<file path="config.mk">
export PLATFORM = sky130hd
export DESIGN_NAME = cmdout_stream_arbiter
export DESIGN_NICKNAME = d
export VERILOG_FILES = /design/src/rtl/cmdout_stream_arbiter.sv
export SDC_FILE = /design/constraint.sdc
export NUM_CORES = 1
export LEC_CHECK = 0
export CORE_AREA = 2 2 446 448
export CTS_CLUSTER_DIAMETER = 200
export DETAILED_ROUTE_END_ITERATION = 10
export DIE_AREA = 0 0 448 450
export PLACE_DENSITY = 0.3
export SLEW_MARGIN = 20
export SYNTH_ARGS = -nofsm -noshare
export SYNTH_HDL_FRONTEND = slang
export SYNTH_SLANG_ARGS = --single-unit
</file>
<file path="constraint.sdc">
create_clock -name clk -period 5.55 [get_ports clk]
set_clock_uncertainty 0.2 [all_clocks]
set_input_delay 1.11 -clock clk [delete_from_list [all_inputs] [get_ports clk]]
set_output_delay 1.11 -clock clk [all_outputs]
set_load 0.02 [all_outputs]
</file>
<file path="src/rtl/cmdout_stream_arbiter.sv">
// Packet-atomic round-robin merge of accelerator finish-command streams into one tagged 64-bit stream.
// Optional macro CMDOUT_ARB_LEN_CHECK_EN: fixed PKT_WORDS packet framing with sticky len_err.
module cmdout_stream_arbiter #(
    parameter int MAX_ACCS  = 16,
    parameter int ACC_BITS  = $clog2(MAX_ACCS),
    parameter int PKT_WORDS = 3
) (
    input  logic                     clk,
    input  logic                     rstn,
    input  logic [64*MAX_ACCS-1:0]   acc_TDATA,
    input  logic [MAX_ACCS-1:0]      acc_TVALID,
    input  logic [MAX_ACCS-1:0]      acc_TLAST,
    output logic [MAX_ACCS-1:0]      acc_TREADY,
    output logic [63:0]              outStream_TDATA,
    output logic [ACC_BITS-1:0]      outStream_TID,
    output logic                     outStream_TLAST,
    output logic                     outStream_TVALID,
    input  logic                     outStream_TREADY,
    output logic                     len_err
);

    typedef enum logic {IDLE, XFER} state_t;

    state_t              state;
    logic [ACC_BITS-1:0] rr_ptr;
    logic [ACC_BITS-1:0] grant;
    logic [ACC_BITS-1:0] pick;
    logic                pick_found;
    logic                take_ok;
    logic                accept;
    logic                is_last;

    logic [ACC_BITS-1:0] cand_idx [MAX_ACCS];
    logic [MAX_ACCS-1:0] cand_vld;

    // Candidate gi is the requester gi positions after rr_ptr, wrapped for non-power-of-two counts.
    genvar gi;
    generate
        for (gi = 0; gi < MAX_ACCS; gi++) begin : g_cand
            assign cand_idx[gi] = (int'(rr_ptr) + gi >= MAX_ACCS)
                                ? ACC_BITS'(int'(rr_ptr) + gi - MAX_ACCS)
                                : ACC_BITS'(int'(rr_ptr) + gi);
            assign cand_vld[gi] = acc_TVALID[cand_idx[gi]];
        end
    endgenerate

    always_comb begin
        pick       = rr_ptr;
        pick_found = 1'b0;
        for (int k = MAX_ACCS - 1; k >= 0; k--) begin
            if (cand_vld[k]) begin
                pick       = cand_idx[k];
                pick_found = 1'b1;
            end
        end
    end

    assign take_ok = !outStream_TVALID || outStream_TREADY;

    always_comb begin
        acc_TREADY = '0;
        if (rstn && state == XFER) begin
            acc_TREADY[grant] = take_ok;
        end
    end

    assign accept = (state == XFER) && acc_TVALID[grant] && acc_TREADY[grant];

`ifdef CMDOUT_ARB_LEN_CHECK_EN
    localparam int CNT_W = $clog2(PKT_WORDS + 1);
    logic [CNT_W-1:0] beat_cnt;

    assign is_last = (beat_cnt == CNT_W'(PKT_WORDS - 1));

    always_ff @(posedge clk) begin
        if (!rstn) begin
            beat_cnt <= '0;
            len_err  <= 1'b0;
        end else if (accept) begin
            beat_cnt <= is_last ? '0 : beat_cnt + 1'b1;
            if (acc_TLAST[grant] != is_last) begin
                len_err <= 1'b1;
            end
        end
    end
`else
    assign is_last = acc_TLAST[grant];
    assign len_err = 1'b0;
`endif

    always_ff @(posedge clk) begin
        if (!rstn) begin
            state            <= IDLE;
            rr_ptr           <= '0;
            grant            <= '0;
            outStream_TVALID <= 1'b0;
        end else begin
            case (state)
                IDLE: begin
                    if (pick_found) begin
                        grant <= pick;
                        state <= XFER;
                    end
                end
                XFER: begin
                    if (accept && is_last) begin
                        state  <= IDLE;
                        rr_ptr <= (grant == ACC_BITS'(MAX_ACCS - 1)) ? '0 : grant + 1'b1;
                    end
                end
                default: state <= IDLE;
            endcase

            if (accept) begin
                outStream_TVALID <= 1'b1;
            end else if (outStream_TREADY) begin
                outStream_TVALID <= 1'b0;
            end
        end
    end

    // Payload registers carry no reset; they are only meaningful while outStream_TVALID is set.
    always_ff @(posedge clk) begin
        if (accept) begin
            outStream_TDATA <= acc_TDATA[64*int'(grant) +: 64];
            outStream_TID   <= grant;
            outStream_TLAST <= is_last;
        end
    end

endmodule

</file>
======== Word level (Yosys, flattened, before mapping) ========
Index checks and enable logic that the tools add are counted.
operators by class
  $add $sub $neg .......................... 32
  $lt $le $gt $ge ......................... 34
  eq/ne operators ......................... 1
  shifts and indexed selects .............. 1
  muxes and demuxes ....................... 95
  bitwise gates (word level) .............. 2
  reductions and logical operators ........ 10
operator list
  operator                                                            number
  variable part select 1024 x 11 -> 64 bit                            1
  2-to-1 mux 4 bit                                                    33
  less-than comparator 4 x 5 -> 1 bit (second input constant)         17
  binary-select mux 1 bit (select 4 bit)                              19
  greater-or-equal comparator 5 bit (second input constant)           15
  subtractor 4 x 1 -> 4 bit (second input constant)                   16
  adder 4 x 4 -> 5 bit (second input constant)                        8
  2-to-1 mux 1 bit                                                    40
  adder 4 x 3 -> 5 bit (second input constant)                        4
  bitwise AND 16 bit                                                  1
  2-to-1 mux 16 bit                                                   1
  adder 4 x 2 -> 5 bit (second input constant)                        2
  adder 4 x 1 -> 5 bit (second input constant)                        1
  greater-or-equal comparator 4 x 5 -> 1 bit (second input constant)  1
  logical AND 1 bit                                                   5
  adder 4 x 1 -> 4 bit (second input constant)                        1
  demux 1 bit (select 4 bit)                                          1
  == test 4 bit (second input constant)                               1
  greater-or-equal comparator 4 x 1 -> 1 bit (second input constant)  1
  AND reduction 2 bit                                                 2
  one-hot mux 1 bit (2 select lines)                                  1
  nonzero test 2 bit                                                  1
  logical NOT 1 bit                                                   1
  logical OR 1 bit                                                    1
  inverter 1 bit                                                      1
word-level totals
  flip-flop bits (word level) ............. 79
  input bits .............................. 1059
  output and inout port bits .............. 87
  logic and storage cells ................. 182

======== Depth between registers and ports, before layout ========
  depth after elaboration ................. 23
  gate-level depth with buffers ........... 14
  mapped depth without buffers ............ 10

======== Worst setup path after synthesis ========
No wires, ideal clock.
  path kind ............................... input -> register
  from .................................... in outStream_TREADY
  to ...................................... reg rr_ptr[3]
  setup time .............................. 0.116 ns
  arrival time ............................ 4.309 ns
  data required time ...................... 5.234 ns
  path slack .............................. 0.925 ns
  stages .................................. 10
  buffers on the path ..................... 1
  path through ............................ nand2b_1 -> and3_1 -> nand2_1 -> mux4_2 -> nand2b_1 -> inv_1 -> and2_1 -> clkbuf_1 -> o311ai_0 -> o211a_1
between the ends
  longest elaborated chain between the ends .. 8
RTL lines
  item                                    line  text
  start, declared                         18    input logic outStream_TREADY,
  logical OR 1 bit                        58    assign take_ok = !outStream_TVALID || outStream_TREADY;
  bitwise AND 16 bit (no source line)     -
  2-to-1 mux 16 bit                       62    if (rstn && state == XFER) begin
  binary-select mux 1 bit (select 4 bit)  67    assign accept = (state == XFER) && acc_TVALID[grant] && acc_TREADY[grant];
  2-to-1 mux 1 bit (implied by the code)  67
  logical AND 1 bit                       67
  net accept                              30    logic accept;
  logical AND 1 bit                       106   if (accept && is_last) begin
  AND reduction 2 bit (no source line)    -
  end signal, assigned                    108   rr_ptr <= (grant == ACC_BITS'(MAX_ACCS - 1)) ? '0 : grant + 1'b1;
  end, declared                           25    logic [ACC_BITS-1:0] rr_ptr;
The timed path passes the listed nets, and every way through them passes these cells. The select of a mux whose other input is x is not followed.
A chain may end at the register's enable or synchronous reset.

======== Worst setup path after layout ========
  from .................................... in rstn
  to ...................................... out acc_TREADY[1]
between the ends
  longest elaborated chain between the ends .. 2
RTL lines
  item               line  text
  start, declared    9     input logic rstn,
  logical AND 1 bit  62
  2-to-1 mux 16 bit  62
  end, declared      13    output logic [MAX_ACCS-1:0] acc_TREADY,
Every way passes these cells.

==> impl_metrics.py <==
metrics = {
    "die": {
        "io_pins": 1146,
        "core_sq_mm": 0.197,
        "chipHeight_um": 450,
        "initial_utilization_pct": 6.46,
        "die_area_sq_mm": 0.202,
        "core.rowCount": 163,
        "die_x_um": 448,
    },
    "power_and_ir_drop": {
        "clkPwrFrac_pct": 15.8,
        "ir_drop_mv": 0.156,
        "sequentialPowerShare_pct": 17.3,
        "internal_power_mw": 2.83,
        "power_frac_comb_pct": 67.0,
        "p_leak_nw": 8.13,
        "p_per_area_mw_per_mm2": 170,
        "switching_share_pct": 40.0,
        "power.switching_mw": 1.89,
    },
    "worst_setup_path": {
        "cp-end-kind": "primary output",
        "r2r-start": "rr_ptr[1]",
        "critPathSlowestCell": "clkdlybuf4s50_1",
        "start_kind": "input port",
        "cp.arrival_ns": 2.96,
        "rrSetupSlack_ns": 1.53,
        "reg2reg_to": "grant[1]",
        "crit_chain": "clkdlybuf4s50_1 > buf_4 > and3_1 > nand2_1 > nor3_1 > clkdlybuf4s50_1",
        "crit_type": "in -> out",
        "critPathRequiredTime_ns": 4.24,
        "cp_top_family": "buffers and inverters",
        "max_stage_delay_ns": 0.64,
        "cpMostUsedCell": "clkdlybuf4s50_1",
        "worstPathMaxFanout": 16,
        "r2r_cells": 10,
        "crit_buf_inv": 3,
    },
    "timing": {
        "max_slew.worst_pin.slew_ns": 0.961,
        "hold_viol": 0,
        "period_needed_ns": 4.27,
        "holdWs_ns": 0.317,
        "setup_violations": 0,
        "rsz0062_at_grt": "false",
        "fmax_mhz": 234,
        "slew_headroom_pct": 34.1,
        "slew_viol_final": 0,
        "post-route-period-util_pct": 76.9,
        "tns_ns": 0,
    },
    "synth": {
        "synth_fa_ha_area_share_pct": 1.08,
        "synth_top_area_share_pct": 62.4,
        "synth_edf_count": 69,
        "synth_fp_nets": 1885,
        "ys_ff_latch": 79,
        "ys.flop_type": "edfxtp_1",
        "seq_area_frac_synth_pct": 17.9,
        "synth_top_area_cell": "mux4_2",
        "syn_inst": 815,
        "ys_warn_count": 0,
        "synthMuxAreaShare_pct": 67.5,
        "yosys-top-cells-area": "mux4_2 (62%), edfxtp_1 (16%), mux4_1 (2.1%)",
        "netlist_area_sq_mm": 0.0127,
        "avgSynthCellArea_sq_um": 15.6,
        "synth_top_family_by_area": "multiplexers",
        "synth_compound_area_share_pct": 4.69,
        "ys_async_sr_fraction_pct": 0,
        "synth-simple-area-share_pct": 4.35,
        "synth_cell_type_count": 61,
        "synth.most_common_cell": "mux4_2",
        "synth_xor_area_share_pct": 0.955,
        "ys_top_cells_by_count": "mux4_2 (352), edfxtp_1 (69), clkbuf_1 (54)",
    },
    "detailed_routing": {
        "drtIter0Drc": 1043,
        "drt_wl_total_mm": 147,
        "ant_nets": 0,
        "drtPass1Iterations": 6,
        "routedWlPerCell_um": 32.3,
        "vias": 14600,
        "vias_per_cell": 3.19,
        "route.detailed.drc": 0,
    },
    "min_path": {
        "min_to": "outStream_TVALID",
        "hp-class": "reg -> reg",
        "hold_start": "outStream_TVALID",
        "hold_depth": 2,
    },
    "clock_network": {
        "htreeDepth": 3,
        "tritoncts": "yes",
        "clock_latency_ns": 0.43,
        "holdBufCountCts": 0,
        "clkTransAtPathRegs_ns": 0.07,
        "post_cts_buffers": 0,
        "cts_buffer_depth": 2,
        "cts_resized": 0,
        "cts_root_buffer": "clkbuf_16",
        "cts_buffers": 9,
        "numClockSinks": 79,
    },
    "flow_run": {
        "maxCapViolCount": 0,
    },
    "global_routing": {
        "grt_pass1_vias": 15400,
        "track_usage_pct": 14.0,
        "grt_max_degree": 77,
        "grt_pass1_wl_mm": 179,
        "grt_overflow": 0,
        "antenna_found_initial": 113,
    },
    "cells_and_area": {
        "multi_input_area_sq_mm": 0.00999,
        "seqCellArea_sq_mm": 0.00229,
        "area_delta_synth_final_pct": 118,
        "drive_above_1_share_pct": 21.9,
        "fin_nets": 2972,
        "fin_area_sq_mm": 0.0277,
        "n_fill_cell": 22200,
    },
    "placed_design": {
        "port_buffers": 1144,
        "dp_hpwl_mm": 131,
        "place_area_sq_mm": 0.0274,
        "gp_congestion": 0.836,
    },
    "run_status": {
        "outcome": "complete, no violations",
    },
}
==> area by class of cell <==
class                      instances  area share, %
timing repair buffer            1172           42.3
tap                             2640           11.9
clock buffer                       9          0.812
inverter                          17          0.239
antenna                           22          0.199
sequential                        79           8.25
multi-input combinational        623           36.0
clock inverter                     6          0.226
==> power by group through the flow <==
stage / clock, mW / combinational [mW] / sequential [mW]
3_5_place_dp: 0 / 3.23 / 0.835
6_report: 0.744 / 3.15 / 0.814
5_1_grt: 0.814 / 3.34 / 0.825
2_1_floorplan: 0 / 1.50 / 0.814
4_1_cts: 0.816 / 3.24 / 0.821
3_3_place_gp: 0 / 3.25 / 0.834
==> worst reg2reg max path: stages (launching register included) <==
cell      delay, ns
dfxtp_1        0.34
inv_1          0.19
ha_1           0.71
mux4_1         0.38
nor2_1         0.08
nor4_1         0.81
o21bai_1       0.17
a2111o_1       0.44
nand4_1        0.13
a31oi_1        0.13
o32ai_1        0.33
==> routing by layer <==
metal  global-route usage, %  wire length, um  vias up
met1                    16.3            57200     7573
met3                    6.79            17000      159
li1                        -                -     5955
met5                       0              483        -
met4                    2.46             1630       80
met2                    23.4            71100      820
==> cells in the final DEF (no fill, tap or decap), drive strengths merged, types with 10 or more instances in the layout <==
master,synthesis,routed
dfxtp,10,10
nor2,35,35
buf,42,28
nor2b,11,11
clkdlybuf4s50,0,1144
mux2,12,12
o21ai,19,19
mux4,362,362
diode,0,22
edfxtp,69,69
mux2i,25,25
a21oi,18,18
inv,16,16
nand2,28,28
ha,11,11
==> cell families after synthesis <==
family / count (synthesis)
AO/OA/AOI/OAI: 88
adder cells (fa/ha/maj): 11
AND/OR/NAND/NOR: 111
XOR/XNOR: 13
buffers and inverters: 113
other: 1
multiplexers: 399
flip-flops: 79
==> worst max-delay path by stage <==
stage                startpoint            end  slack (ns)  depth (start not counted)
4_1_cts                    rstn  acc_TREADY[0]        1.28                          6
2_1_floorplan  outStream_TREADY      rr_ptr[3]        0.93                         10
5_1_grt                    rstn  acc_TREADY[2]        1.11                          6
3_5_place_dp      acc_TVALID[7]       grant[2]        0.92                          9
3_3_place_gp      acc_TVALID[7]       grant[2]        0.97                          9
6_report                   rstn  acc_TREADY[1]        1.28                          6
==> metrics by stage <==
step,instances,power [mW],setup slack (ns),util [%]
2_1_floorplan,815,2.31,0.925,-
3_3_place_gp,4531,4.08,0.968,13.9
3_5_place_dp,4531,4.06,0.917,13.9
4_1_cts,4546,4.88,1.28,14.1
5_1_grt,4550,4.98,1.11,14.1
6_report,4568,4.71,1.28,14.1
==> registers in the layout, indices dropped and copies added, names as in the netlist <==
name	flops
grant	4
outStream_TDATA	64
outStream_TID	4
outStream_TLAST	1
outStream_TVALID	1
rr_ptr	4
state	1
Note: power is estimated with default switching activity, not from simulation.
